===== src/rtl/mandel_pkg.sv =====
// Shared types and constants for the Mandelbrot pixel path.
//   ITER_W     : width of an iteration count
//   RGB_W      : width of a packed {r,g,b} pixel colour
//   MAP_LAT    : registered latency of the external colour mapper
//   PIX_ADDR_W : address width carried by pix_t (framebuffer address space)
//   arb_state_t: frame sequencer states
//   pix_t      : one coloured pixel on its way to the framebuffer
package mandel_pkg;

    localparam int ITER_W     = 32;
    localparam int RGB_W      = 24;
    localparam int MAP_LAT    = 1;
    localparam int PIX_ADDR_W = 19;

    typedef enum logic [1:0] {
        IDLE = 2'd0,
        RUN  = 2'd1,
        DONE = 2'd2
    } arb_state_t;

    typedef struct packed {
        logic [PIX_ADDR_W-1:0] addr;
        logic [RGB_W-1:0]      rgb;
    } pix_t;

endpackage


===== src/rtl/pix_fifo.sv =====
// First-word-fall-through FIFO used to decouple a fixed-latency stream from
// a downstream consumer that can stall.
//   clk, rst_n   : clock, asynchronous active-low reset (empties the FIFO)
//   push_i       : write push_data_i at the end of this cycle
//   pop_i        : consume the head this cycle (ignored while empty)
//   head_o       : current head, forced to zero while empty
//   valid_o      : FIFO holds at least one entry
//   count_o      : number of stored entries
// Push and pop in the same cycle are legal at any occupancy, including full.
module pix_fifo #(
    parameter int DEPTH = 4,
    parameter int WIDTH = 8,
    parameter int CNT_W = $clog2(DEPTH + 1)
) (
    input  logic             clk,
    input  logic             rst_n,
    input  logic             push_i,
    input  logic [WIDTH-1:0] push_data_i,
    input  logic             pop_i,
    output logic [WIDTH-1:0] head_o,
    output logic             valid_o,
    output logic [CNT_W-1:0] count_o
);

    localparam int PTR_W = (DEPTH > 1) ? $clog2(DEPTH) : 1;

    logic [WIDTH-1:0] mem_q [DEPTH];
    logic [PTR_W-1:0] rd_ptr_q, rd_ptr_d;
    logic [PTR_W-1:0] wr_ptr_q, wr_ptr_d;
    logic [CNT_W-1:0] cnt_q, cnt_d;
    logic             full;
    logic             do_push;
    logic             do_pop;

    function automatic logic [PTR_W-1:0] ptr_inc(input logic [PTR_W-1:0] p);
        if (p == PTR_W'(DEPTH - 1)) begin
            return '0;
        end
        return p + PTR_W'(1);
    endfunction

    assign valid_o = (cnt_q != '0);
    assign full    = (cnt_q == CNT_W'(DEPTH));
    assign do_pop  = pop_i & valid_o;
    // A pop frees the slot the simultaneous push lands in.
    assign do_push = push_i & (~full | do_pop);

    always_comb begin
        rd_ptr_d = do_pop  ? ptr_inc(rd_ptr_q) : rd_ptr_q;
        wr_ptr_d = do_push ? ptr_inc(wr_ptr_q) : wr_ptr_q;
        cnt_d    = cnt_q + CNT_W'(do_push) - CNT_W'(do_pop);
    end

    always_ff @(posedge clk or negedge rst_n) begin
        if (!rst_n) begin
            rd_ptr_q <= '0;
            wr_ptr_q <= '0;
            cnt_q    <= '0;
        end else begin
            rd_ptr_q <= rd_ptr_d;
            wr_ptr_q <= wr_ptr_d;
            cnt_q    <= cnt_d;
        end
    end

    always_ff @(posedge clk) begin
        if (do_push) begin
            mem_q[wr_ptr_q] <= push_data_i;
        end
    end

    assign head_o  = valid_o ? mem_q[rd_ptr_q] : '0;
    assign count_o = cnt_q;

    assert property (@(posedge clk) disable iff (!rst_n) !(push_i && full && !pop_i));

endmodule


===== src/rtl/mandel_pixel_arbiter.sv =====
// Shares one iteration-to-RGB colour mapper between NUM_ENG iteration
// engines and streams coloured pixels into the framebuffer, one frame per
// start pulse.
//   clk, rst_n            : clock, asynchronous active-low reset
//   start, max_iter_cfg   : frame start pulse (IDLE only), iteration limit
//   eng_valid/ready       : per-engine handshake, ready is a one-hot grant
//   eng_iter, eng_addr    : packed per-engine iteration count and address
//   map_iter/max_iter     : drive the external mapper (1-cycle registered)
//   map_r/g/b             : mapper colour output
//   fb_we/ready/addr/rgb  : framebuffer write port, pop = fb_we & fb_ready
//   busy, frame_done      : state != IDLE, one-cycle end-of-frame pulse
module mandel_pixel_arbiter
    import mandel_pkg::*;
#(
    parameter int NUM_ENG      = 4,
    parameter int ADDR_W       = 19,
    parameter int FRAME_PIXELS = 307200,
    parameter int FIFO_DEPTH   = 4
) (
    input  logic                      clk,
    input  logic                      rst_n,
    input  logic                      start,
    input  logic [ITER_W-1:0]         max_iter_cfg,
    input  logic [NUM_ENG-1:0]        eng_valid,
    output logic [NUM_ENG-1:0]        eng_ready,
    input  logic [NUM_ENG*ITER_W-1:0] eng_iter,
    input  logic [NUM_ENG*ADDR_W-1:0] eng_addr,
    output logic [ITER_W-1:0]         map_iter,
    output logic [ITER_W-1:0]         map_max_iter,
    input  logic [7:0]                map_r,
    input  logic [7:0]                map_g,
    input  logic [7:0]                map_b,
    output logic                      fb_we,
    input  logic                      fb_ready,
    output logic [ADDR_W-1:0]         fb_addr,
    output logic [RGB_W-1:0]          fb_rgb,
    output logic                      busy,
    output logic                      frame_done
);

    localparam int          RR_W        = (NUM_ENG > 1) ? $clog2(NUM_ENG) : 1;
    localparam int          FIFO_CNT_W  = $clog2(FIFO_DEPTH + 1);
    localparam int          FIFO_W      = $bits(pix_t);
    localparam logic [31:0] FRAME_PIX_C = 32'(FRAME_PIXELS);
    localparam logic [31:0] DEPTH_C     = 32'(FIFO_DEPTH);

    // pix_t carries a fixed-width address; a wider framebuffer would truncate.
    if (ADDR_W != PIX_ADDR_W) begin : g_addr_w_check
        $error("ADDR_W must equal mandel_pkg::PIX_ADDR_W");
    end

    arb_state_t          state_q, state_d;
    logic [RR_W-1:0]     rr_ptr_q, rr_ptr_d;
    logic [31:0]         issue_cnt_q, issue_cnt_d;
    logic [31:0]         write_cnt_q, write_cnt_d;
    logic [31:0]         occ_q, occ_d;
    logic [ITER_W-1:0]   map_iter_q;
    logic [ITER_W-1:0]   map_max_iter_q, map_max_iter_d;
    logic                vld_p1_q, vld_p2_q;
    logic [ADDR_W-1:0]   addr_p1_q, addr_p2_q;

    logic                start_acc;
    logic                grant_found;
    logic [RR_W-1:0]     grant_idx;
    logic [ITER_W-1:0]   sel_iter;
    logic [ADDR_W-1:0]   sel_addr;
    logic                hs;
    logic                pop;
    pix_t                push_pix, head_pix;
    logic [FIFO_W-1:0]   fifo_head;
    logic                fifo_valid;
    logic [FIFO_CNT_W-1:0] fifo_cnt;

    // Round-robin pick: first valid engine at or after rr_ptr, circularly.
    always_comb begin
        int unsigned cand;
        cand        = 0;
        grant_found = 1'b0;
        grant_idx   = '0;
        for (int k = 0; k < NUM_ENG; k++) begin
            cand = 32'(rr_ptr_q) + 32'(k);
            if (cand >= 32'(NUM_ENG)) begin
                cand = cand - 32'(NUM_ENG);
            end
            if (!grant_found && eng_valid[cand[RR_W-1:0]]) begin
                grant_found = 1'b1;
                grant_idx   = cand[RR_W-1:0];
            end
        end
        sel_iter = '0;
        sel_addr = '0;
        for (int i = 0; i < NUM_ENG; i++) begin
            if (grant_idx == RR_W'(i)) begin
                sel_iter = eng_iter[i*ITER_W +: ITER_W];
                sel_addr = eng_addr[i*ADDR_W +: ADDR_W];
            end
        end
    end

    assign pop       = fifo_valid & fb_ready;
    assign start_acc = (state_q == IDLE) && start;

    // Credit check uses this cycle's pop so a draining FIFO keeps the grant
    // stream at one pixel per cycle.
    assign hs = (state_q == RUN) && (issue_cnt_q < FRAME_PIX_C) &&
                ((occ_q - 32'(pop)) < DEPTH_C) && grant_found;

    always_comb begin
        eng_ready = '0;
        if (hs) begin
            eng_ready[grant_idx] = 1'b1;
        end
    end

    always_comb begin
        issue_cnt_d    = start_acc ? '0 : issue_cnt_q + 32'(hs);
        write_cnt_d    = start_acc ? '0 : write_cnt_q + 32'(pop);
        occ_d          = occ_q + 32'(hs) - 32'(pop);
        map_max_iter_d = start_acc ? max_iter_cfg : map_max_iter_q;
        rr_ptr_d       = rr_ptr_q;
        if (hs) begin
            rr_ptr_d = (grant_idx == RR_W'(NUM_ENG - 1)) ? '0 : grant_idx + RR_W'(1);
        end
    end

    // FSM: state register
    always_ff @(posedge clk or negedge rst_n) begin
        if (!rst_n) begin
            state_q <= IDLE;
        end else begin
            state_q <= state_d;
        end
    end

    // FSM: next state. DONE is entered in the cycle after the last pop.
    always_comb begin
        state_d = state_q;
        case (state_q)
            IDLE:    if (start) state_d = RUN;
            RUN:     if (write_cnt_d == FRAME_PIX_C) state_d = DONE;
            DONE:    state_d = IDLE;
            default: state_d = IDLE;
        endcase
    end

    // FSM: outputs
    always_comb begin
        busy       = (state_q != IDLE);
        frame_done = (state_q == DONE);
    end

    always_ff @(posedge clk or negedge rst_n) begin
        if (!rst_n) begin
            rr_ptr_q       <= '0;
            issue_cnt_q    <= '0;
            write_cnt_q    <= '0;
            occ_q          <= '0;
            map_max_iter_q <= '0;
        end else begin
            rr_ptr_q       <= rr_ptr_d;
            issue_cnt_q    <= issue_cnt_d;
            write_cnt_q    <= write_cnt_d;
            occ_q          <= occ_d;
            map_max_iter_q <= map_max_iter_d;
        end
    end

    // Stage p1: granted iteration count presented to the mapper, address and
    // valid tag follow. Stage p2: the MAP_LAT delay matching the mapper register.
    always_ff @(posedge clk or negedge rst_n) begin
        if (!rst_n) begin
            map_iter_q <= '0;
            vld_p1_q   <= 1'b0;
            vld_p2_q   <= 1'b0;
        end else begin
            if (hs) begin
                map_iter_q <= sel_iter;
            end
            vld_p1_q <= hs;
            vld_p2_q <= vld_p1_q;
        end
    end

    always_ff @(posedge clk) begin
        if (hs) begin
            addr_p1_q <= sel_addr;
        end
        addr_p2_q <= addr_p1_q;
    end

    // Stage p2 -> FIFO: mapper colour is valid now, joined with its address.
    always_comb begin
        push_pix.addr = PIX_ADDR_W'(addr_p2_q);
        push_pix.rgb  = {map_r, map_g, map_b};
        head_pix      = pix_t'(fifo_head);
    end

    pix_fifo #(
        .DEPTH (FIFO_DEPTH),
        .WIDTH (FIFO_W),
        .CNT_W (FIFO_CNT_W)
    ) u_fifo (
        .clk         (clk),
        .rst_n       (rst_n),
        .push_i      (vld_p2_q),
        .push_data_i (push_pix),
        .pop_i       (pop),
        .head_o      (fifo_head),
        .valid_o     (fifo_valid),
        .count_o     (fifo_cnt)
    );

    assign fb_we        = fifo_valid;
    assign fb_addr      = ADDR_W'(head_pix.addr);
    assign fb_rgb       = head_pix.rgb;
    assign map_iter     = map_iter_q;
    assign map_max_iter = map_max_iter_q;

    // Stored pixels are always a subset of the credited ones.
    assert property (@(posedge clk) disable iff (!rst_n) 32'(fifo_cnt) <= occ_q);

endmodule


===== config.mk =====
export PLATFORM = sky130hd
export DESIGN_NAME = mandel_pixel_arbiter
export DESIGN_NICKNAME = d
export VERILOG_FILES = /design/src/rtl/mandel_pkg.sv /design/src/rtl/pix_fifo.sv /design/src/rtl/mandel_pixel_arbiter.sv
export SDC_FILE = /design/constraint.sdc
export NUM_CORES = 1
export LEC_CHECK = 0
export ABC_CLOCK_PERIOD_IN_PS = 8200
export BUFFER_PORTS_ARGS = -buffer_cell sky130_fd_sc_hd__buf_4
export CAP_MARGIN = 20
export CORE_MARGIN = 2
export CORE_UTILIZATION = 56
export CTS_CLUSTER_DIAMETER = 150
export DETAILED_ROUTE_END_ITERATION = 8
export GPL_TIMING_DRIVEN = 1
export PLACE_DENSITY_LB_ADDON = 0.08
export SYNTH_ARGS = -nofsm -noshare
export SYNTH_HDL_FRONTEND = slang
export SYNTH_SLANG_ARGS = --single-unit

===== constraint.sdc =====
create_clock -name clk -period 8.2 [get_ports clk]
set_input_delay 0.41 -clock clk [delete_from_list [all_inputs] [get_ports clk]]
set_output_delay 0.41 -clock clk [all_outputs]
set_load 0.03 [all_outputs]

==> results.sh <==
export IMPL_ys_types=73
export IMPL_synthToLayoutAreaGrowth_pct=24.2
export IMPL_drtAntennaViolNets=0
export IMPL_setup_tns_ps=0
export IMPL_reg2reg_to="occ_q[26]$_DFF_PN0_"
export IMPL_worstMarginPinSlew_ps=1020
export IMPL_reg2reg_depth=24
export IMPL_slew_headroom_pct=31.7
export IMPL_wl_per_cell_um=19.3
export IMPL_num_vias=14100
export IMPL_ys_ff_latch=383
export IMPL_top_layer_used="met4"
export IMPL_p_per_area_nw_per_um2=303
export IMPL_crit_buf_inv=4
export IMPL_synth_compound_gate_area_share_pct=9.86
export IMPL_grt_overflow=0
export IMPL_worst_setup_path_end_kind="register"
export IMPL_first_global_vias=14500
export IMPL_whs_ps=54.9
export IMPL_drt_total_wl_mm=48.3
export IMPL_cp_depth=24
export IMPL_nFillCells=2398
export IMPL_power_leakage_nw=10.2
export IMPL_wl_met1_mm=20.0
export IMPL_maxCapViolCount=0
export IMPL_hold_viol=0
export IMPL_nets=2376
export IMPL_cts_tree="yes"
export IMPL_postCtsResizedCells=0
export IMPL_fp_dieH_um=190
export IMPL_r2r_setup_slack_ps=2130
export IMPL_cp_slowest_stage_delay_ps=610
export IMPL_fin_skew_ps=38.6
export IMPL_gp_congestion=0.895
export IMPL_min_period_ps=6070
export IMPL_synth_xor_area_share_pct=4.58
export IMPL_cts_made_buffers=41
export IMPL_cp_top_family="simple AND/OR/NAND/NOR gates"
export IMPL_antenna_found_initial=2
export IMPL_cts_max_path_buffers=3
export IMPL_synth_edff_count=191
export IMPL_ys_seq_area_share_pct=54.1
export IMPL_crit_chain="nand2b_1, nor3_1, nand4_1, a2111oi_0, nand4b_1, nor4_1, nand4_1, nor4_2, inv_1, ha_1, inv_1, ha_1, inv_1, fa_1, o21bai_1, a21oi_1, o31ai_1, nor4_1, buf_4, or4_1, o2111ai_1, a31oi_1, o21ai_0, xnor2_1"
export IMPL_dp_slack_ps=2360
export IMPL_track_usage_pct=26.9
export IMPL_outcome="complete, no violations"
export IMPL_async_flop_share_pct=45.2
export IMPL_critPathArrivalTime_ps=6540
export IMPL_clk_pin_slew_ps=60
export IMPL_rsz0062_at_grt="false"
export IMPL_slowest_stage="a2111oi_0"
export IMPL_dieArea_sq_um=36000
export IMPL_cts_htree_levels=2
export IMPL_required_ps=8670
export IMPL_drive_above_1_share_pct=29.2
export IMPL_drt_pass1_iter_count=5
export IMPL_period_share_pct=74.0
export IMPL_clkLatencyLatePin_ps=560
export IMPL_grt_max_degree=110
export IMPL_initial_core_util_pct=57.3
export IMPL_crit_path_start_kind="register"
export IMPL_setup_slack_ps=2130
export IMPL_crit_top_cell="inv_1"
export IMPL_die_x_um=190
export IMPL_ir_worst_vdd_uv=192
export IMPL_cts_sinks=383
export IMPL_met3_length_mm=2.57
export IMPL_synthesis_area_sq_um=19300
export IMPL_critPathLaunch="state_q[1]$_DFFE_PN0P_"
export IMPL_setup_viol=0
export IMPL_path_max_fanout=4
export IMPL_muxShareOfSynthArea_pct=9.76
export IMPL_synth_main_ff_cell="edfxtp_1"
export IMPL_drc=0
export IMPL_power_mw=7.27
export IMPL_synth_simple_area_share_pct=12.9
export IMPL_finalMaxSlewViolations=0
export IMPL_coreArea_sq_um=33700
export IMPL_synth_top_family_by_area="simple AND/OR/NAND/NOR gates"
export IMPL_synthesis_nets=2005
export IMPL_rr_startpoint="state_q[1]$_DFFE_PN0P_"
export IMPL_crit_path_end="occ_q[26]$_DFF_PN0_"
export IMPL_portBuffers=381
export IMPL_ioPinCount=382
export IMPL_drt_iter0_markers=813
export IMPL_fp_row_count=67
export IMPL_fin_util_pct=71.1
export IMPL_viasPerCell=5.62
export IMPL_final_common_cell="buf_4"
export IMPL_dp_final_hpwl_mm=34.0
export IMPL_synth_fa_ha_area_share_pct=5.39
export IMPL_hold_path_class="input port to register"
export IMPL_grt_pass1_wl_mm=76.5
export IMPL_wl_met2_mm=24.3
export IMPL_syn_area_per_cell_sq_um=11.7
export IMPL_cts_root_buffer="clkbuf_16"
export IMPL_worstSetupPathType="register to register"
export IMPL_final_cell_mix="buf_4, edfxtp_1, dfrtp_1, nor2_1, nand2_1"
export IMPL_fmax_ghz=0.165
export IMPL_netlist_instances=1655
export IMPL_ys_warn_count=0
==> worst min-delay path by stage <==
stage	from	endpoint	slack, ps	depth (start not counted)
3_5_place_dp	addr_p1_q[17]$_DFFE_PP_	addr_p2_q[17]$_DFF_P_	330	0
6_report	map_r[7]	u_fifo.mem_q[0][23]$_DFFE_PP_	50	1
3_3_place_gp	addr_p1_q[18]$_DFFE_PP_	addr_p2_q[18]$_DFF_P_	320	0
5_1_grt	map_r[7]	u_fifo.mem_q[0][23]$_DFFE_PP_	40	1
2_1_floorplan	rst_n	issue_cnt_q[0]$_DFF_PN0_	110	0
4_1_cts	map_r[7]	u_fifo.mem_q[0][23]$_DFFE_PP_	30	1
==> area by class of cell <==
| type | count | area, sq um | share of cell area, % |
|---|---|---|---|
| sequential | 383 | 10400 | 43.6 |
| multi-input combinational | 1110 | 8250 | 34.4 |
| clock buffer | 60 | 1180 | 4.92 |
| inverter | 92 | 345 | 1.44 |
| tap | 448 | 561 | 2.34 |
| timing repair buffer | 398 | 3050 | 12.7 |
| antenna | 2 | 5.00 | 0.0209 |
| clock inverter | 13 | 139 | 0.579 |
==> per-layer routing <==
metal	vias to the layer above	global-route usage (%)
met3	80	3.63
met2	468	47.0
li1	6709	-
met4	0	9.24
met1	6827	34.8
met5	-	0
==> state kept, by name (all words and copies together), names as in the netlist, 3 cells and up <==
signal and flops:
issue_cnt_q 32, addr_p2_q 19, occ_q 32, map_max_iter 32, u_fifo.count_o 3, u_fifo.mem_q 172, map_iter 32, addr_p1_q 19
write_cnt_q 32
==> through the flow <==
| step | std cells | area, sq um |
|---|---|---|
| 6_report | 2506 | 24000 |
| 5_1_grt | 2506 | 24000 |
| 3_3_place_gp | 2427 | 22600 |
| 2_1_floorplan | 1655 | 19300 |
| 3_5_place_dp | 2428 | 22600 |
| 4_1_cts | 2501 | 23900 |
==> cell usage after synthesis (all sizes together) (13+ instances only) <==
library cell	count	area [sq um]
a21oi	102	510
a22oi	51	383
and2	58	367
and3	13	81.3
buf	17	93.8
clkbuf	51	191
dfrtp	173	4330
dfxtp	19	380
edfxtp	191	5740
ha	80	1000
inv	92	345
mux2	69	886
mux4	43	968
nand2	116	435
nand3	43	220
nand4	26	163
nor2	148	556
nor2b	15	93.8
nor3	27	158
nor4	16	115
o21ai	86	430
xnor2	57	499
xor2	44	385
==> repair_timing <==
| item | in CTS | in global routing |
|---|---|---|
| setup buffers | 0 | 0 |
| hold endpoints to repair | 0 | 9 |
| hold buffers | 0 | 1 |
==> kinds of logic after synthesis <==
kind of cell             count (synthesis)
AND/OR/NAND/NOR                        503
flip-flops                             383
AO/OA/AOI/OAI                          309
buffers and inverters                  162
multiplexers                           115
XOR/XNOR                               101
adder cells (fa/ha/maj)                 82
==> where the power goes <==
group	switching (mW)	leakage, nW	total, mW	internal (mW)
Sequential	0.191	4.13	2.36	2.17
Combinational	1.77	5.43	3.12	1.35
Clock	0.771	0.642	1.79	1.01
Power figures use the tool's default switching activity.
